File: config.mk
export PLATFORM = sky130hd
export DESIGN_NAME = tag_lookup_ctrl
export DESIGN_NICKNAME = d
export VERILOG_FILES = /design/src/rtl/tag_lookup_ctrl.sv
export SDC_FILE = /design/constraint.sdc
export NUM_CORES = 1
export LEC_CHECK = 0
export ABC_AREA = 1
export CAP_MARGIN = 20
export CORE_MARGIN = 1
export CORE_UTILIZATION = 46
export DETAILED_ROUTE_END_ITERATION = 12
export HOLD_SLACK_MARGIN = 0.12
export PLACE_DENSITY_LB_ADDON = 0.08
export SLEW_MARGIN = 10
export SYNTH_ARGS = -nofsm -noshare
export SYNTH_HDL_FRONTEND = slang
export SYNTH_SLANG_ARGS = --single-unit
File: constraint.sdc
create_clock -name clock -period 1.6 [get_ports clock]
set_input_delay 0.16 -clock clock [delete_from_list [all_inputs] [get_ports clock]]
set_output_delay 0.16 -clock clock [all_outputs]
set_load 0.03 [all_outputs]
File: src/rtl/tag_lookup_ctrl.sv
// rtl/tag_lookup_ctrl.sv - tag RAM lookup/allocate/flush controller; TAG_LOOKUP_STATS_EN adds hit/miss counters
module tag_lookup_ctrl #(
    parameter int AWIDTH = 3,
    parameter int DWIDTH = 7
) (
    input  logic                clock,
    input  logic                reset,
    input  logic                req_valid,
    output logic                req_ready,
    input  logic [AWIDTH-1:0]   req_index,
    input  logic [DWIDTH-2:0]   req_tag,
    input  logic                req_alloc,
    input  logic                flush_req,
    output logic                flush_done,
    output logic                resp_valid,
    output logic                resp_hit,
    output logic [AWIDTH-1:0]   resp_index,
    output logic [AWIDTH-1:0]   ram_addr,
    output logic [DWIDTH-1:0]   ram_din,
    output logic                ram_we,
    input  logic [DWIDTH-1:0]   ram_dout
`ifdef TAG_LOOKUP_STATS_EN
    ,
    output logic [15:0]         hit_count,
    output logic [15:0]         miss_count
`endif
);
    localparam int TWIDTH = DWIDTH - 1;
    localparam int DEPTH  = 1 << AWIDTH;
    localparam logic [AWIDTH-1:0] LAST_IDX = AWIDTH'(DEPTH - 1);

    localparam logic [1:0] S_IDLE   = 2'd0;
    localparam logic [1:0] S_LOOKUP = 2'd1;
    localparam logic [1:0] S_ALLOC  = 2'd2;
    localparam logic [1:0] S_FLUSH  = 2'd3;

    logic [1:0]        state_q, state_d;
    logic [AWIDTH-1:0] idx_q, idx_d;
    logic [TWIDTH-1:0] tag_q, tag_d;
    logic              alloc_q, alloc_d;
    logic [AWIDTH-1:0] cnt_q, cnt_d;
    logic              resp_valid_q, resp_valid_d;
    logic              resp_hit_q, resp_hit_d;
    logic [AWIDTH-1:0] resp_index_q, resp_index_d;
    logic              flush_done_q, flush_done_d;
    logic              hit;

    // RAM output is valid in LOOKUP because the address was presented at the accepting edge
    assign hit = ram_dout[DWIDTH-1] & (ram_dout[TWIDTH-1:0] == tag_q);

    always_comb begin
        state_d      = state_q;
        idx_d        = idx_q;
        tag_d        = tag_q;
        alloc_d      = alloc_q;
        cnt_d        = cnt_q;
        resp_valid_d = 1'b0;
        resp_hit_d   = resp_hit_q;
        resp_index_d = resp_index_q;
        flush_done_d = 1'b0;
        req_ready    = 1'b0;
        ram_addr     = idx_q;
        ram_din      = '0;
        ram_we       = 1'b0;
        case (state_q)
            S_IDLE: begin
                req_ready = 1'b1;
                ram_addr  = req_index;
                if (flush_req) begin
                    state_d = S_FLUSH;
                    cnt_d   = '0;
                end else if (req_valid) begin
                    idx_d   = req_index;
                    tag_d   = req_tag;
                    alloc_d = req_alloc;
                    state_d = S_LOOKUP;
                end
            end
            S_LOOKUP: begin
                if (hit || !alloc_q) begin
                    resp_valid_d = 1'b1;
                    resp_hit_d   = hit;
                    resp_index_d = idx_q;
                    state_d      = S_IDLE;
                end else begin
                    state_d = S_ALLOC;
                end
            end
            S_ALLOC: begin
                ram_din      = {1'b1, tag_q};
                ram_we       = 1'b1;
                resp_valid_d = 1'b1;
                resp_hit_d   = 1'b0;
                resp_index_d = idx_q;
                state_d      = S_IDLE;
            end
            S_FLUSH: begin
                ram_addr = cnt_q;
                ram_we   = 1'b1;
                cnt_d    = cnt_q + 1'b1;
                if (cnt_q == LAST_IDX) begin
                    flush_done_d = 1'b1;
                    cnt_d        = '0;
                    state_d      = S_IDLE;
                end
            end
            default: state_d = S_IDLE;
        endcase
    end

    always_ff @(posedge clock or posedge reset) begin
        if (reset) begin
            state_q      <= S_IDLE;
            idx_q        <= '0;
            tag_q        <= '0;
            alloc_q      <= 1'b0;
            cnt_q        <= '0;
            resp_valid_q <= 1'b0;
            resp_hit_q   <= 1'b0;
            resp_index_q <= '0;
            flush_done_q <= 1'b0;
        end else begin
            state_q      <= state_d;
            idx_q        <= idx_d;
            tag_q        <= tag_d;
            alloc_q      <= alloc_d;
            cnt_q        <= cnt_d;
            resp_valid_q <= resp_valid_d;
            resp_hit_q   <= resp_hit_d;
            resp_index_q <= resp_index_d;
            flush_done_q <= flush_done_d;
        end
    end

    assign resp_valid = resp_valid_q;
    assign resp_hit   = resp_hit_q;
    assign resp_index = resp_index_q;
    assign flush_done = flush_done_q;

`ifdef TAG_LOOKUP_STATS_EN
    logic [15:0] hit_count_q, miss_count_q;

    always_ff @(posedge clock or posedge reset) begin
        if (reset) begin
            hit_count_q  <= '0;
            miss_count_q <= '0;
        end else if (resp_valid_q) begin
            if (resp_hit_q && hit_count_q != 16'hFFFF) begin
                hit_count_q <= hit_count_q + 16'd1;
            end
            if (!resp_hit_q && miss_count_q != 16'hFFFF) begin
                miss_count_q <= miss_count_q + 16'd1;
            end
        end
    end

    assign hit_count  = hit_count_q;
    assign miss_count = miss_count_q;
`endif

endmodule

==> metrics.csv, run 1 <==
metric,value,unit
synth_fa_ha_area_frac,0.0609,
fin_crit_sh,0.992,
avgSynthCellArea,7.90,µm²
fin_skew,0.00937,ns
boundaryPins,39,
place.gp.congestion,0.865,
fmax,630,MHz
drv_slew,0,
r2r-start,cnt_q[0]$_DFFE_PP0P_,
hold_viol,0,
final_area,1770,µm²
detail_route.wl_per_cell,11.4,µm
outcome,"complete, no violations",
r2r-end,state_q[1]$_DFFE_PP0P_,
core,2500,µm²
p_comb_frac,0.665,
ctsHtreeMaxLevel,1,
synth_cell_types,24,
setup-violations-final,0,
yosys_warnings,0,
p_seq_frac,0.262,
synthesis.nets,183,
p_sw,1.67,mW
first_pass_iters,4,
final.setup.tns,0,ns
via_per_inst,4.82,
cts_tree,yes,
internal_power,1.86,mW
crit_chain,inv_2 -> ha_4 -> inv_4 -> nor2_1 -> a21oi_2 -> buf_6,
power_density,1990,nW/µm²
drc_errors,0,
grt_pass1_wl,4330,µm
clk_pin_slew,0.12,ns
dp_slack,0.0959,ns
grt_use_total,0.209,
ys_seq_area_frac,0.426,
crit_path_top_delay_cell,dfrtp_1,
antenna_cells,0,
p_leak,0.929,nW
netlist_area,1230,µm²
netSwitchingFraction,0.473,
synth_compound_area_frac,0.116,
slew_headroom,0.787,
slowest_delay,0.40,ns
drtAntennaViolNets,0,
grt_setup_unrepaired,true,
ctsHoldBuffers,0,
cp-start-kind,flip-flop,
hp-class,primary input to asynchronous set/reset pin,
final_nets,231,
worstPathMaxFanout,4,
rr_worst_depth,5,
synth_top_cell_by_area,dfrtp_1,
syn2layout_area_growth,43.6,%
worstPathRequired,1.44,ns
die_h,53.8,µm
antenna_found_initial,0,
rows,18,
total_power,3.52,mW
reg2reg_slack,0.13,ns
setup_ws,0.0122,ns
synth_top_family_by_area,simple AND/OR/NAND/NOR gates,
dpl_cell_area,1660,µm²
grt_max_degree,22,
synthCells,156,
die_w,53.8,µm
cts_buffers,3,
drive_above_1_share,0.276,
path_class,flip-flop to output port,
ir_worst_vdd,0.00141,V
clockBufferDepth,2,
endpoint_kind,output port,
clock_sinks,21,
hpwl,2130,µm
maxCapViolations,0,
muxShareOfSynthArea,0.0183,
fin_crit,1.59,ns
start_util,0.493,
port_buffers,38,
synth_simple_gate_area_frac,0.283,
dieArea,2890,µm²
p_clk_frac,0.072,
cp.arrival,1.43,ns
ys_ff_latch,21,
synth_top_area_share,0.426,
totalWireLength,2650,µm
synth_xor_xnor_area_share,0,
synth_area_leaders,"dfrtp_1, nand2_1, inv_1",
grt_overflow,0,
clock_latency,0.31,ns
root_buffer,clkbuf_4,
tightest_slew,0.319,ns
first_iter_violations,19,
first_global_vias,1106,
dr_total_vias,1124,
==> power by group through the flow <==
stage	logic, mW	registers, mW	clock network [mW]
finish	2.35	0.925	0.255
global route	2.58	0.954	0.288
CTS	2.30	0.919	0.273
detailed placement	2.07	0.929	0
global placement	2.03	0.913	0
floorplan	1.38	0.966	0
==> cell usage in the layout (no fill, tap or decap), types with 2 or more instances in the layout <==
cell type        count
nand2_1             41
clkdlybuf4s50_1     26
dfrtp_1             21
inv_1               20
nor2_1              12
nand3_1             11
buf_6               10
a21oi_1              9
buf_4                9
a21oi_2              7
inv_2                6
nand2_2              4
nor2_2               4
ha_1                 3
clkbuf_4             3
nand2_4              2
ha_2                 2
==> layer usage <==
metal,part of all wire,GRT usage,vias up
li1,-,-,583
met1,0.44,0.226,519
met2,0.52,0.395,20
met3,0.040,0.0621,2
met4,0.0057,0.0395,0
met5,0,0,-
==> Yosys cell counts <==
cell type and number:
a21boi_1 1, a21oi_1 15, a21oi_2 1, buf_2 1, buf_6 1, dfrtp_1 21
ha_1 6, inv_1 23, inv_2 4, mux2_1 1, mux2_2 1, nand2_1 41
nand2_2 4, nand2_4 2, nand3_1 11, nand3_2 1, nor2_1 14, nor2_2 2
nor2_4 1, o21ai_1 1, o21bai_1 1, o21bai_4 1, o22ai_4 1, or2_2 1
==> final cells by class <==
type | instances | area (µm²)
inverter | 27 | 104
tap | 30 | 37.5
fill | 210 | 731
multi-input combinational | 106 | 634
clock inverter | 1 | 5.00
timing repair buffer | 45 | 440
sequential | 21 | 526
clock buffer | 3 | 22.5
==> metrics by stage <==
| stage | cells | hold WS, ns | utilization |
|---|---|---|---|
| after global placement | 227 | 0.490 | 0.663 |
| after CTS | 232 | 0.174 | 0.698 |
| after detailed placement | 227 | 0.494 | 0.663 |
| after floorplan | 156 | 0.137 | - |
| after global routing | 233 | 0.219 | 0.708 |
| final | 233 | 0.163 | 0.708 |
==> worst max path at each step <==
stage	end	slack, ns	startpoint
4_1_cts	ram_din[5]	-0.008	state_q[1]$_DFFE_PP0P_
3_5_place_dp	resp_index[1]$_DFFE_PP0P_	0.1	ram_dout[2]
6_report	ram_addr[1]	0.01	state_q[0]$_DFFE_PP0P_
3_3_place_gp	resp_index[2]$_DFFE_PP0P_	0.12	ram_dout[2]
2_1_floorplan	tag_q[3]$_DFFE_PP0P_	0.07	state_q[0]$_DFFE_PP0P_
5_1_grt	ram_addr[1]	-0.08	state_q[0]$_DFFE_PP0P_
==> state kept, by name (all words and copies together), names as in the netlist <==
signal,flops
idx_q,3
alloc_q,1
resp_hit,1
state_q,2
cnt_q,3
resp_valid,1
flush_done,1
tag_q,6
resp_index,3
==> cells by family (layout without fill, tap and decap cells) <==
group	after synthesis	count (layout)
AOI/OAI and AO/OA	21	21
and+or+nand+nor	77	77
DFF	21	21
muxes	2	2
adders and majority gates	6	6
buffers and inverters	29	76
==> repair_timing <==
item                       in CTS  in global routing
setup endpoints to repair       5                 10
buffers inserted                2                  1
pin swaps                       3                  1
gates resized for setup        16                  5
==> critical path, delay by kind of cell, from the launching register on <==
family	cells	cell delay [ns]
adder cells (fa/ha/maj)	1	0.31
buffers and inverters	3	0.25
AND/OR/NAND/NOR	1	0.11
flip-flops	1	0.40
AO/OA/AOI/OAI	1	0.05
(Power assumes the default switching activity.)
==> run 2: changes to the inputs <==
SKIP_CTS_REPAIR_TIMING = 1   (was unset)
==> metrics.csv, run 2 (synthesized netlist as in run 1, its figures left out) <==
metric,value,unit
p_leak,0.928,nW
first_pass_iters,4,
antenna_cells,0,
via_per_inst,4.85,
grt_setup_unrepaired,true,
die_w,53.8,µm
total_power,3.51,mW
hp-class,primary input to asynchronous set/reset pin,
drc_errors,0,
cts_buffers,3,
ctsHtreeMaxLevel,1,
ir_worst_vdd,0.00141,V
fmax,615,MHz
setup-violations-final,3,
fin_crit,1.63,ns
timing.hold.ws,0.164,ns
path_class,flip-flop to output port,
cts_tree,yes,
root_buffer,clkbuf_4,
setup_ws,-0.0268,ns
fin_crit_sh,1.02,
final_common_cell,nand2_1,
detail_route.wl_per_cell,11.4,µm
outcome,finished with violations,
cp-start-kind,flip-flop,
hold_viol,0,
clock_latency,0.31,ns
clockBufferDepth,2,
maxCapViolations,0,
port_buffers,38,
dieArea,2890,µm²
largest_reg_flops,6,
grt_pass1_wl,4380,µm
worstPathMaxFanout,4,
fillerInstances,211,
final_nets,231,
rows,18,
core,2500,µm²
slew_headroom,0.787,
hpwl,2130,µm
endpoint_kind,output port,
grt_use_total,0.211,
syn2layout_area_growth,42.9,%
totalWireLength,2660,µm
final_cell_mix,"nand2_1, clkdlybuf4s50_1, dfrtp_1, inv_1, nor2_1",
clock_sinks,21,
clk_pin_slew,0.12,ns
first_global_vias,1090,
power_density,1990,nW/µm²
finish.utilization,0.705,
start_util,0.493,
grt_max_degree,22,
dr_total_vias,1130,
fin_skew,0.00937,ns
cp.arrival,1.47,ns
violations,negative setup slack,
largest_register,tag_q,
drive_above_1_share,0.271,
final.setup.tns,-0.0491,ns
first_iter_violations,9,
drtAntennaViolNets,0,
drv_slew,0,
grt_overflow,0,
boundaryPins,39,
die_h,53.8,µm
tightest_slew,0.319,ns
antenna_found_initial,0,
worstPathRequired,1.44,ns
place.gp.congestion,0.865,
==> run 2: cell counts in the layout (fill, tap and decap cells not counted) <==
No cell type changed its count.
==> run 2: power by group <==
group / total [mW] / leakage, nW / internal (mW) / switching [mW]
clock network: 0.255 / 0.0177 / 0.0934 / 0.162
registers: 0.927 / 0.257 / 0.749 / 0.179
logic: 2.32 / 0.653 / 0.999 / 1.32
total: 3.51 / 0.928 / 1.84 / 1.66
==> run 2: worst paths after layout <==
path / startpoint / to / slack, ns / depth (start not counted)
worst max-delay path: state_q[1]$_DFFE_PP0P_ / ram_addr[0] / -0.03 / 6
worst min-delay path: reset / idx_q[2]$_DFFE_PP0P_ / 0.16 / 3
worst max register to register: state_q[1]$_DFFE_PP0P_ / resp_index[0]$_DFFE_PP0P_ / 0.10 / 6
worst min register to register: resp_hit$_DFFE_PP0P_ / resp_hit$_DFFE_PP0P_ / 0.52 / 2
max in group asynchronous: reset / cnt_q[0]$_DFFE_PP0P_ / 1.21 / 3
min in group clock: req_tag[4] / tag_q[4]$_DFFE_PP0P_ / 0.42 / 3
==> run 2: routing by layer <==
metal	part of all wire	routed length [µm]	global-route usage
met1	0.44	1160	0.240
met2	0.52	1370	0.387
met3	0.042	112	0.0621
met4	0.0056	15	0.0395
met5	0	0	0
==> run 2: worst max-delay path, stage by stage, from the launching register on <==
cell and delay (ns):
dfrtp_1 0.44, inv_2 0.08, ha_4 0.31, inv_4 0.05, nor2_1 0.11, a21oi_2 0.05
buf_6 0.14
==> run 2: cell type report <==
cell class	count	area, µm²	share of cell area
multi-input cells	106	631	0.358
flip-flops and latches	21	526	0.298
clock buffers	3	22.5	0.0128
inverters	27	104	0.0589
repair buffers	45	437	0.248
clock inverters	1	5.00	0.00284
well taps	30	37.5	0.0213
==> run 2: stage by stage <==
stage | instances | setup slack (ns) | cell area [µm²]
final | 233 | -0.0268 | 1760
after global routing | 233 | -0.139 | 1760
after CTS | 231 | -0.183 | 1690
after detailed placement | 227 | 0.0959 | 1660
after global placement | 227 | 0.122 | 1660
after floorplan | 156 | 0.0661 | 1250
==> run 3: changes to the inputs <==
CORE_UTILIZATION = 45   (was 46)
==> metrics.csv, run 3 (synthesized netlist as in run 1, its figures left out) <==
metric,value,unit
outcome,finished with violations,
violations,negative setup slack,
hp-class,primary input to asynchronous set/reset pin,
root_buffer,clkbuf_4,
crit_chain,buf_4 -> ha_2 -> a21oi_2 -> a21oi_2 -> buf_6,
ctsHtreeMaxLevel,1,
seqCellArea,526,µm²
reg2reg_slack,0.12,ns
rows,18,
cts_buffers,3,
clock_sinks,21,
path_class,flip-flop to output port,
die_h,54.3,µm
drive_above_1_share,0.259,
clk_pin_slew,0.12,ns
maxCapViolations,0,
first_global_vias,1059,
fillerInstances,222,
power_density,1990,nW/µm²
multi_input_area,637,µm²
instances_no_fill,235,
r2r-start,state_q[0]$_DFFE_PP0P_,
r2r-end,resp_index[2]$_DFFE_PP0P_,
setup_ws,-0.0419,ns
detail_route.wl_per_cell,11.5,µm
grt_use_total,0.207,
start_util,0.489,
clock_latency,0.30,ns
dr_total_vias,1152,
fin_crit,1.64,ns
die_w,54.3,µm
startpoint,state_q[1]$_DFFE_PP0P_,
antenna_found_initial,0,
crit_family,flip-flops,
ir_worst_vdd,0.00135,V
hold_viol,0,
crit_top_cell,a21oi_2,
slowest_delay,0.36,ns
setup-violations-final,10,
largest_reg_flops,6,
clockBufferDepth,2,
drv_slew,0,
crit_path_top_delay_cell,dfrtp_1,
port_buffers,38,
grt_max_degree,22,
endpoint_kind,output port,
hpwl,2160,µm
final_nets,233,
cp-start-kind,flip-flop,
finish.utilization,0.707,
fmax,609,MHz
dp_slack,0.0485,ns
first_iter_violations,8,
final.setup.tns,-0.342,ns
cts_tree,yes,
tightest_slew,0.345,ns
p_leak,0.947,nW
worstPathMaxFanout,9,
slew_headroom,0.770,
worstPathRequired,1.44,ns
final_cell_mix,"nand2_1, clkdlybuf4s50_1, inv_1, dfrtp_1, nor2_1",
via_per_inst,4.90,
dp.cells,229,
totalWireLength,2710,µm
grt_overflow,0,
place.gp.congestion,0.800,
syn2layout_area_growth,44.8,%
largest_register,tag_q,
cp.arrival,1.48,ns
first_pass_iters,4,
grt_pass1_wl,4370,µm
dieArea,2950,µm²
cp.buffers_inverters,2,
fin_skew,0.00660,ns
antenna_cells,0,
timing.hold.ws,0.167,ns
rr_worst_depth,7,
grt_setup_unrepaired,true,
boundaryPins,39,
final_common_cell,nand2_1,
drc_errors,0,
fin_crit_sh,1.03,
core,2520,µm²
drtAntennaViolNets,0,
run 3: layer usage:
| layer | global-route usage | up-vias | wire, µm |
|---|---|---|---|
| met5 | 0 | - | 0 |
| met4 | 0.0513 | 0 | 23 |
| met3 | 0.0333 | 4 | 77 |
| met2 | 0.360 | 20 | 1460 |
| met1 | 0.265 | 543 | 1150 |
| li1 | - | 585 | - |
run 3: power breakdown:
part | switching [mW] | leakage (nW) | total, mW | internal (mW)
clock network | 0.160 | 0.0150 | 0.257 | 0.0971
logic | 1.35 | 0.675 | 2.37 | 1.02
registers | 0.173 | 0.257 | 0.921 | 0.748
total | 1.69 | 0.947 | 3.55 | 1.86
run 3: worst max-delay path by stage:
stage	end	cells past startpoint	slack [ns]
after floorplan	tag_q[3]$_DFFE_PP0P_	6	0.07
after global placement	req_ready	3	0.09
after detailed placement	req_ready	3	0.05
after CTS	req_ready	3	-0.30
after global routing	ram_addr[0]	5	-0.16
final	ram_addr[0]	5	-0.04
run 3: cell type report:
type | count | area share
inverter | 27 | 0.0568
tap | 30 | 0.0210
multi-input combinational | 106 | 0.357
sequential | 21 | 0.295
clock buffer | 4 | 0.0147
timing repair buffer | 47 | 0.256
run 3: stage by stage:
step	total power [mW]	instance area [µm²]
floorplan	2.34	1250
global placement	2.98	1680
detailed placement	3.05	1680
CTS	3.31	1700
global route	3.84	1780
finish	3.55	1780
run 3: worst reg2reg max path, delay by kind of cell (launching register included):
family | cells | cell delay, ns
fa+ha+maj | 1 | 0.17
buf+inv | 3 | 0.28
simple gates | 3 | 0.50
flops | 1 | 0.43
